[src/rtl/fifo_mon_pkg.sv]
// Shared helpers and types for the FIFO status monitor: width derivation
// and the coarse occupancy state used for debug visibility.
package fifo_mon_pkg;

   typedef enum logic [1:0] {
      EMPTY   = 2'd0,
      PARTIAL = 2'd1,
      FULL    = 2'd2
   } fifo_state_e;

   // Smallest r with 2**r >= n; usable in parameter defaults.
   function automatic int clog2_f(input int n);
      int r;
      r = 0;
      for (int i = 0; i < 31; i++) begin
         if ((32'sd1 <<< i) < n) r = i + 1;
      end
      return r;
   endfunction

endpackage

[src/rtl/fifo_ptr_cnt.sv]
// Wrapping storage pointer: advances on i_inc and returns to 0 after DEPTH-1.
module fifo_ptr_cnt
   import fifo_mon_pkg::*;
#(
   parameter int DEPTH = 8,
   parameter int W     = clog2_f(DEPTH)
) (
   input  logic         clk_in,
   input  logic         areset_b,
   input  logic         i_inc,
   output logic [W-1:0] o_ptr
);

   localparam logic [W-1:0] LAST = W'(DEPTH - 1);

   logic [W-1:0] r_ptr;

   always_ff @(posedge clk_in) begin
      if (!areset_b) begin
         r_ptr <= '0;
      end else if (i_inc) begin
         r_ptr <= (r_ptr == LAST) ? '0 : r_ptr + 1'b1;
      end
   end

   assign o_ptr = r_ptr;

endmodule

[src/rtl/fifo_status_monitor.sv]
// FIFO control/status: gates push/pop into storage enables, owns pointers
// and occupancy, and publishes registered level, threshold and error flags.
module fifo_status_monitor
   import fifo_mon_pkg::*;
#(
   parameter int DEPTH  = 8,
   parameter int ADDR_W = clog2_f(DEPTH),
   parameter int CNT_W  = clog2_f(DEPTH + 1)
) (
   input  logic              clk_in,
   input  logic              areset_b,
   input  logic              push_req,
   input  logic              pop_req,
   input  logic              err_clr,
   input  logic [CNT_W-1:0]  af_level,
   input  logic [CNT_W-1:0]  ae_level,
   output logic              fifo_wenable,
   output logic              fifo_renable,
   output logic [ADDR_W-1:0] write_ptr,
   output logic [ADDR_W-1:0] read_ptr,
   output logic [CNT_W-1:0]  count,
   output logic              full_ind,
   output logic              empty_ind,
   output logic              almost_full_ind,
   output logic              almost_empty_ind,
   output logic              overflow_ind,
   output logic              underflow_ind,
   output logic [CNT_W-1:0]  peak_count
);

   localparam logic [CNT_W-1:0] DEPTH_C = CNT_W'(DEPTH);

   logic [CNT_W-1:0] r_cnt;
   logic [CNT_W-1:0] r_peak;
   logic             r_full;
   logic             r_empty;
   logic             r_af;
   logic             r_ae;
   logic             r_ovf;
   logic             r_unf;

   logic             w_wen;
   logic             w_ren;
   logic             w_push_rej;
   logic             w_pop_rej;
   logic [CNT_W-1:0] w_cnt_nxt;
   fifo_state_e      w_state_nxt;

   // Enables come from registered flags only; reset forces them off.
   assign w_ren      = areset_b & pop_req & ~r_empty;
   assign w_wen      = areset_b & push_req & (~r_full | w_ren);
   assign w_push_rej = push_req & ~w_wen;
   assign w_pop_rej  = pop_req & ~w_ren;
   assign w_cnt_nxt  = r_cnt + CNT_W'(w_wen) - CNT_W'(w_ren);

   always_comb begin
      w_state_nxt = PARTIAL;
      if (w_cnt_nxt == '0) begin
         w_state_nxt = EMPTY;
      end else if (w_cnt_nxt == DEPTH_C) begin
         w_state_nxt = FULL;
      end
   end

   fifo_ptr_cnt #(.DEPTH(DEPTH), .W(ADDR_W)) u_wptr (
      .clk_in   (clk_in),
      .areset_b (areset_b),
      .i_inc    (w_wen),
      .o_ptr    (write_ptr)
   );

   fifo_ptr_cnt #(.DEPTH(DEPTH), .W(ADDR_W)) u_rptr (
      .clk_in   (clk_in),
      .areset_b (areset_b),
      .i_inc    (w_ren),
      .o_ptr    (read_ptr)
   );

   // Flags track count_next so they line up with the count they describe.
   always_ff @(posedge clk_in) begin
      if (!areset_b) begin
         r_cnt   <= '0;
         r_peak  <= '0;
         r_full  <= 1'b0;
         r_empty <= 1'b1;
         r_af    <= 1'b0;
         r_ae    <= 1'b1;
         r_ovf   <= 1'b0;
         r_unf   <= 1'b0;
      end else begin
         r_cnt   <= w_cnt_nxt;
         r_full  <= (w_state_nxt == FULL);
         r_empty <= (w_state_nxt == EMPTY);
         r_af    <= (w_cnt_nxt >= af_level);
         r_ae    <= (w_cnt_nxt <= ae_level);

         if (w_push_rej)   r_ovf <= 1'b1;
         else if (err_clr) r_ovf <= 1'b0;

         if (w_pop_rej)    r_unf <= 1'b1;
         else if (err_clr) r_unf <= 1'b0;

         if (err_clr)                  r_peak <= w_cnt_nxt;
         else if (w_cnt_nxt > r_peak)  r_peak <= w_cnt_nxt;
      end
   end

   assign fifo_wenable     = w_wen;
   assign fifo_renable     = w_ren;
   assign count            = r_cnt;
   assign full_ind         = r_full;
   assign empty_ind        = r_empty;
   assign almost_full_ind  = r_af;
   assign almost_empty_ind = r_ae;
   assign overflow_ind     = r_ovf;
   assign underflow_ind    = r_unf;
   assign peak_count       = r_peak;

endmodule
[config.mk]
export PLATFORM = sky130hd
export DESIGN_NAME = fifo_status_monitor
export DESIGN_NICKNAME = d
export VERILOG_FILES = /design/src/rtl/fifo_mon_pkg.sv /design/src/rtl/fifo_ptr_cnt.sv /design/src/rtl/fifo_status_monitor.sv
export SDC_FILE = /design/constraint.sdc
export NUM_CORES = 1
export LEC_CHECK = 0
export BUFFER_PORTS_ARGS = -buffer_cell sky130_fd_sc_hd__buf_2
export CORE_ASPECT_RATIO = 1.75
export CORE_UTILIZATION = 45
export DETAILED_ROUTE_END_ITERATION = 10
export GPL_ROUTABILITY_DRIVEN = 0
export GPL_TIMING_DRIVEN = 0
export PLACE_DENSITY = 0.74
export SYNTH_ARGS = -nofsm -noshare
export SYNTH_HDL_FRONTEND = slang
export SYNTH_SLANG_ARGS = --single-unit
[constraint.sdc]
create_clock -name clk_in -period 3.27 [get_ports clk_in]
set_input_delay 0.654 -clock clk_in [delete_from_list [all_inputs] [get_ports clk_in]]
set_output_delay 0.654 -clock clk_in [all_outputs]
set_load 0.1 [all_outputs]
# Word-level counts from Yosys, hierarchy flattened
# Index checks and enable logic that the tools add are counted.
# totals
word_cells	46
output_inout_bits	22
regBits	20
# op_classes
n_mux	9
bitwise	11
n_eq_ne	4
reduce_logical	5
add_sub_neg	4
order_cmp	3
# ops
cell	n
$mux W4	2
$add A3 B1 Y3 const B	2
$and A1 B1 Y1	6
$eq A3 B3 Y1 const B	2
$mux W3	2
$reduce_bool A2 Y1	3
$add A4 B1 Y4	1
$eq A4 B4 Y1 const B	1
$ge A4 B4 Y1	1
$gt A4 B4 Y1	1
$le A4 B4 Y1	1
$logic_not A4 Y1	1
$mux W2	2
$not A1 Y1	4
$sub A4 B1 Y4	1
$mux W1	3
$eq A2 B2 Y1 const B	1
$logic_not A2 Y1	1
$or A1 B1 Y1	1

# Depth between registers and ports, before layout
# depth
word_depth	10
depth_mapped	15
depth_no_buf	15

# Cells and area by module
# A second synthesis with hierarchy kept.
# unflattened
cells_unflattened	118
hier_area_um2	1143.6
# by_module_without_submodules
module	area_per_inst_um2	cells_per_inst	instances
fifo_status_monitor	848.3	92	1
fifo_ptr_cnt	147.6	13	2

# Worst setup path before layout
# No wires, ideal clock.
# synth_timing
path_kind	reg-to-reg
start	register r_empty (netlist: empty_ind)
end	register r_peak[2] (netlist: peak_count[2])
t_arrival_ns	4.352
setup_slack_ns	-1.198
path_buffers	0
path_stages_with_launch	15
required_time_ns	3.154
setup_time_ns	0.116
synth_period_minus_slack_ns	4.468
cell_sequence	dfxtp_1 -> nand3b_1 -> inv_1 -> ha_1 -> inv_1 -> ha_1 -> inv_1 -> fa_1 -> inv_1 -> ha_1 -> nor2b_1 -> a2bb2oi_1 -> maj3_2 -> maj3_2 -> o22a_2
# synth_via
elab_chain_cells	8
# synth_lines
element	line	rtl
from (decl)	fifo_status_monitor.sv:36	logic r_empty;
from (signal assigned)	fifo_status_monitor.sv:93	r_empty <= (w_state_nxt == EMPTY);
$not A1 Y1 *	fifo_status_monitor.sv:50	assign w_ren = areset_b & pop_req & ~r_empty;
$and A1 B1 Y1 *	fifo_status_monitor.sv:50	
named net fifo_renable	fifo_status_monitor.sv:18	output logic fifo_renable,
$or A1 B1 Y1	fifo_status_monitor.sv:51	assign w_wen = areset_b & push_req & (~r_full | w_ren);
$and A1 B1 Y1	fifo_status_monitor.sv:51	
$add A4 B1 Y4	fifo_status_monitor.sv:54	assign w_cnt_nxt = r_cnt + CNT_W'(w_wen) - CNT_W'(w_ren);
$sub A4 B1 Y4 *	fifo_status_monitor.sv:54	
named net w_cnt_nxt[1]	fifo_status_monitor.sv:46	logic [CNT_W-1:0] w_cnt_nxt;
$gt A4 B4 Y1 *	fifo_status_monitor.sv:104	else if (w_cnt_nxt > r_peak) r_peak <= w_cnt_nxt;
$reduce_bool A2 Y1 (no source line) *	--	
to (signal assigned)	fifo_status_monitor.sv:103	if (err_clr) r_peak <= w_cnt_nxt;
to (signal assigned)	fifo_status_monitor.sv:104	
to (decl)	fifo_status_monitor.sv:34	logic [CNT_W-1:0] r_peak;
# Mark *: on every way through the listed nets, which the timed path passes. The rest lies on a longest branch. The select of a mux whose other input is x is not followed.
# A chain may end at the register's enable or synchronous reset.

# Worst setup path in the final report
# layout_timing
start	input areset_b
end	register r_peak[2] (netlist: peak_count[2])
# layout_via
elab_chain_cells	8
# layout_lines
element	line	rtl
from (decl)	fifo_status_monitor.sv:11	input logic areset_b,
$and A1 B1 Y1 (2 in series)	fifo_status_monitor.sv:50	
$or A1 B1 Y1	fifo_status_monitor.sv:51	
$and A1 B1 Y1	fifo_status_monitor.sv:51	
$add A4 B1 Y4	fifo_status_monitor.sv:54	
$sub A4 B1 Y4 *	fifo_status_monitor.sv:54	
named net w_cnt_nxt[1]	fifo_status_monitor.sv:46	
$gt A4 B4 Y1 *	fifo_status_monitor.sv:104	
$reduce_bool A2 Y1 (no source line) *	--	
# Marked as above.

==> impl_metrics.json <==
{
  "run_status": "complete, but fails checks",
  "violations": "negative setup slack",
  "worst_setup_path_start_kind": "input pin",
  "crit_slowest_cell": "fa_2",
  "cts.clk_slew.worst_paths_ps": 80,
  "dominantRegCellSynth": "dfxtp_1",
  "reg2reg_slack_ps": -70,
  "hp-class": "reg -> reg",
  "cts_tree": "yes",
  "worstPathCellList": "buf_6 > nand3b_1 > clkinvlp_4 > ha_4 > inv_2 > ha_4 > inv_2 > fa_2 > inv_2 > ha_4 > nor2b_4 > a2bb2oi_2 > maj3_2 > maj3_2 > o22a_2",
  "finalNetCount": 199,
  "area_growth_pct": 36.5,
  "routed_wl_mm": 2.51,
  "antenna_cells": 0,
  "drv_cap": 0,
  "slew_viol_final": 0,
  "grt_pass1_wl_mm": 4.03,
  "synth_top_cell_area_share": 0.357,
  "hold_buffers": 0,
  "synth.area.top_cells": "dfxtp_1 36%, ha_1 17%, inv_1 6.4%",
  "clock-root-buffer": "clkbuf_8",
  "route.vias.total": 1001,
  "ant_nets": 0,
  "start_util": 0.481,
  "wire_per_inst_um": 12.9,
  "fp-row-count": 23,
  "gr-total-overflow": 0,
  "rsz0062_at_grt": "true",
  "fmax_mhz": 294,
  "holdPathEnd": "u_rptr.o_ptr[1]$_SDFFE_PN0P_",
  "yosysTopAreaCell": "dfxtp_1",
  "cpLargestDelayFamily": "adder cells",
  "cpPeakStageDelay_ps": 550,
  "drtPass1Iterations": 2,
  "clk_latency_ps": 250,
  "drc": 0,
  "fin_crit_sh": 1.04,
  "finalWorstSetupSlack_ps": -137,
  "cts_htree_levels": 1,
  "port_buffers": 34,
  "drive_above_1_share": 0.408,
  "holdPathStages": 2,
  "syn-cell-area_sq_um": 1120,
  "setup_tns_ps": -383,
  "r2r-end": "peak_count[2]$_SDFFE_PN0P_",
  "crit_type": "in -> reg",
  "grt_max_degree": 13,
  "worst_clock_skew_ps": 2.76,
  "reg2reg_depth": 14,
  "numCtsBuffers": 3,
  "grt_pass1_vias": 961,
  "r2r-start": "empty_ind$_SDFF_PN1_",
  "worstPathRequired_ps": 3420,
  "end_kind": "register",
  "design.die.area_sq_um": 2700,
  "core-area_sq_um": 2330,
  "antenna_found_initial": 0,
  "synthArstFlopShare": 0,
  "clkSinkCount": 20,
  "dp.final_hpwl_mm": 1.92,
  "critPathBufInv": 5,
  "critPathArrivalTime_ps": 3560,
  "yosysMostFrequentCell": "dfxtp_1",
  "viasPerCell": 5.16,
  "worst_pin_slew_ps": 488,
  "post-route-min-period_ps": 3410,
  "avgSynthCellArea_sq_um": 9.04,
  "die_h_um": 68.0,
  "yosys-top-cells-count": "20 x dfxtp_1, 19 x inv_1, 16 x nand2_1",
  "syn_inst": 124,
  "relSlewSlack": 0.677,
  "die_w_um": 39.7,
  "yosys_warnings": 0,
  "hold_viol": 0,
  "synth_nets": 153,
  "drt_iter0_markers": 12,
  "synth_edf_count": 0,
  "clock_path_buffers": 2,
  "ys_types": 33,
  "ios": 35,
  "track_usage": 0.214,
  "synth-seq-area-share": 0.357,
  "hp-start": "u_rptr.o_ptr[1]$_SDFFE_PN0P_",
  "crit_fanout": 4,
  "finalSetupViolCount": 3,
  "hold_slack_ps": 485,
  "fin_util": 0.656,
  "ys_ff_latch": 20
}
==> registers in the layout, summed over array words and instances, names as in the netlist, 3 cells and up <==
register,cells
count,4
peak_count,4
u_rptr.o_ptr,3
u_wptr.o_ptr,3
==> cell usage in the layout (no fill, tap or decap), drive strengths merged, types with 2 or more instances in the layout <==
cell	n
and2	3
clkbuf	5
a21oi	5
nand3	5
nor2	4
nor2b	6
buf	41
o22a	3
nand3b	2
xnor2	4
inv	18
dfxtp	20
ha	15
a21boi	2
maj3	4
nand2	16
o21a	2
==> cells by family (layout without fill, tap and decap cells) <==
logic type,Yosys count,count (layout),synth area share
AND/OR/NAND/NOR,39,39,0.176
adder cells (fa/ha/maj),20,20,0.223
flip-flops,20,20,0.357
buffers and inverters,21,66,0.0703
XOR/XNOR,5,5,0.0458
AO/OA/AOI/OAI,19,19,0.127
==> area by class of cell <==
type	instances	area, sq um
inverters	19	75.1
plain buffers	2	7.51
multi-input cells	83	706
clock buffers	3	41.3
flip-flops and latches	20	404
fillers	209	801
repair buffers	41	235
well taps	25	31.3
clock inverters	1	30.0
==> layer usage <==
layer | global-route usage | up-vias | share of wire
met4 | 0.0948 | 0 | 0.028
met3 | 0.0195 | 6 | 0.034
met5 | 0 | - | 0
met1 | 0.244 | 467 | 0.37
li1 | - | 498 | -
met2 | 0.379 | 30 | 0.57
==> worst register-to-register path, cell delays in order (launching register included) <==
cell	delay (ps)
dfxtp_4	350
nand3b_1	250
buf_4	200
nand2_2	70
and3_4	200
ha_4	140
inv_2	30
fa_2	550
inv_2	60
ha_4	220
nor2b_4	120
a2bb2oi_2	130
maj3_2	310
maj3_2	360
o22a_2	240
==> through the flow <==
step / instance area [sq um] / cells / setup slack [ps]
global route: 1530 / 194 / -235
detailed placement: 1370 / 183 / -647
global placement: 1370 / 183 / -625
floorplan: 1170 / 124 / -795
CTS: 1510 / 193 / -102
finish: 1530 / 194 / -137
==> worst max path at each step <==
stage                   from                    endpoint  slack [ps]  cells past startpoint
floorplan           areset_b  peak_count[2]$_SDFFE_PN0P_        -790                     14
global route        areset_b  peak_count[0]$_SDFFE_PN0P_        -230                     16
detailed placement  areset_b  peak_count[2]$_SDFFE_PN0P_        -650                     15
global placement    areset_b  peak_count[2]$_SDFFE_PN0P_        -620                     15
finish              areset_b  peak_count[2]$_SDFFE_PN0P_        -140                     15
CTS                 areset_b  peak_count[0]$_SDFFE_PN0P_        -100                     16
==> timing repair <==
action | CTS | global route
resized for setup | 5 | 5
setup buffers | 6 | 1
endpoints found under the setup margin | 4 | 4
pin swaps | 7 | 4
Power is not shown: default switching activity piles up to over one toggle a cycle in this logic, so the estimate is an artifact.
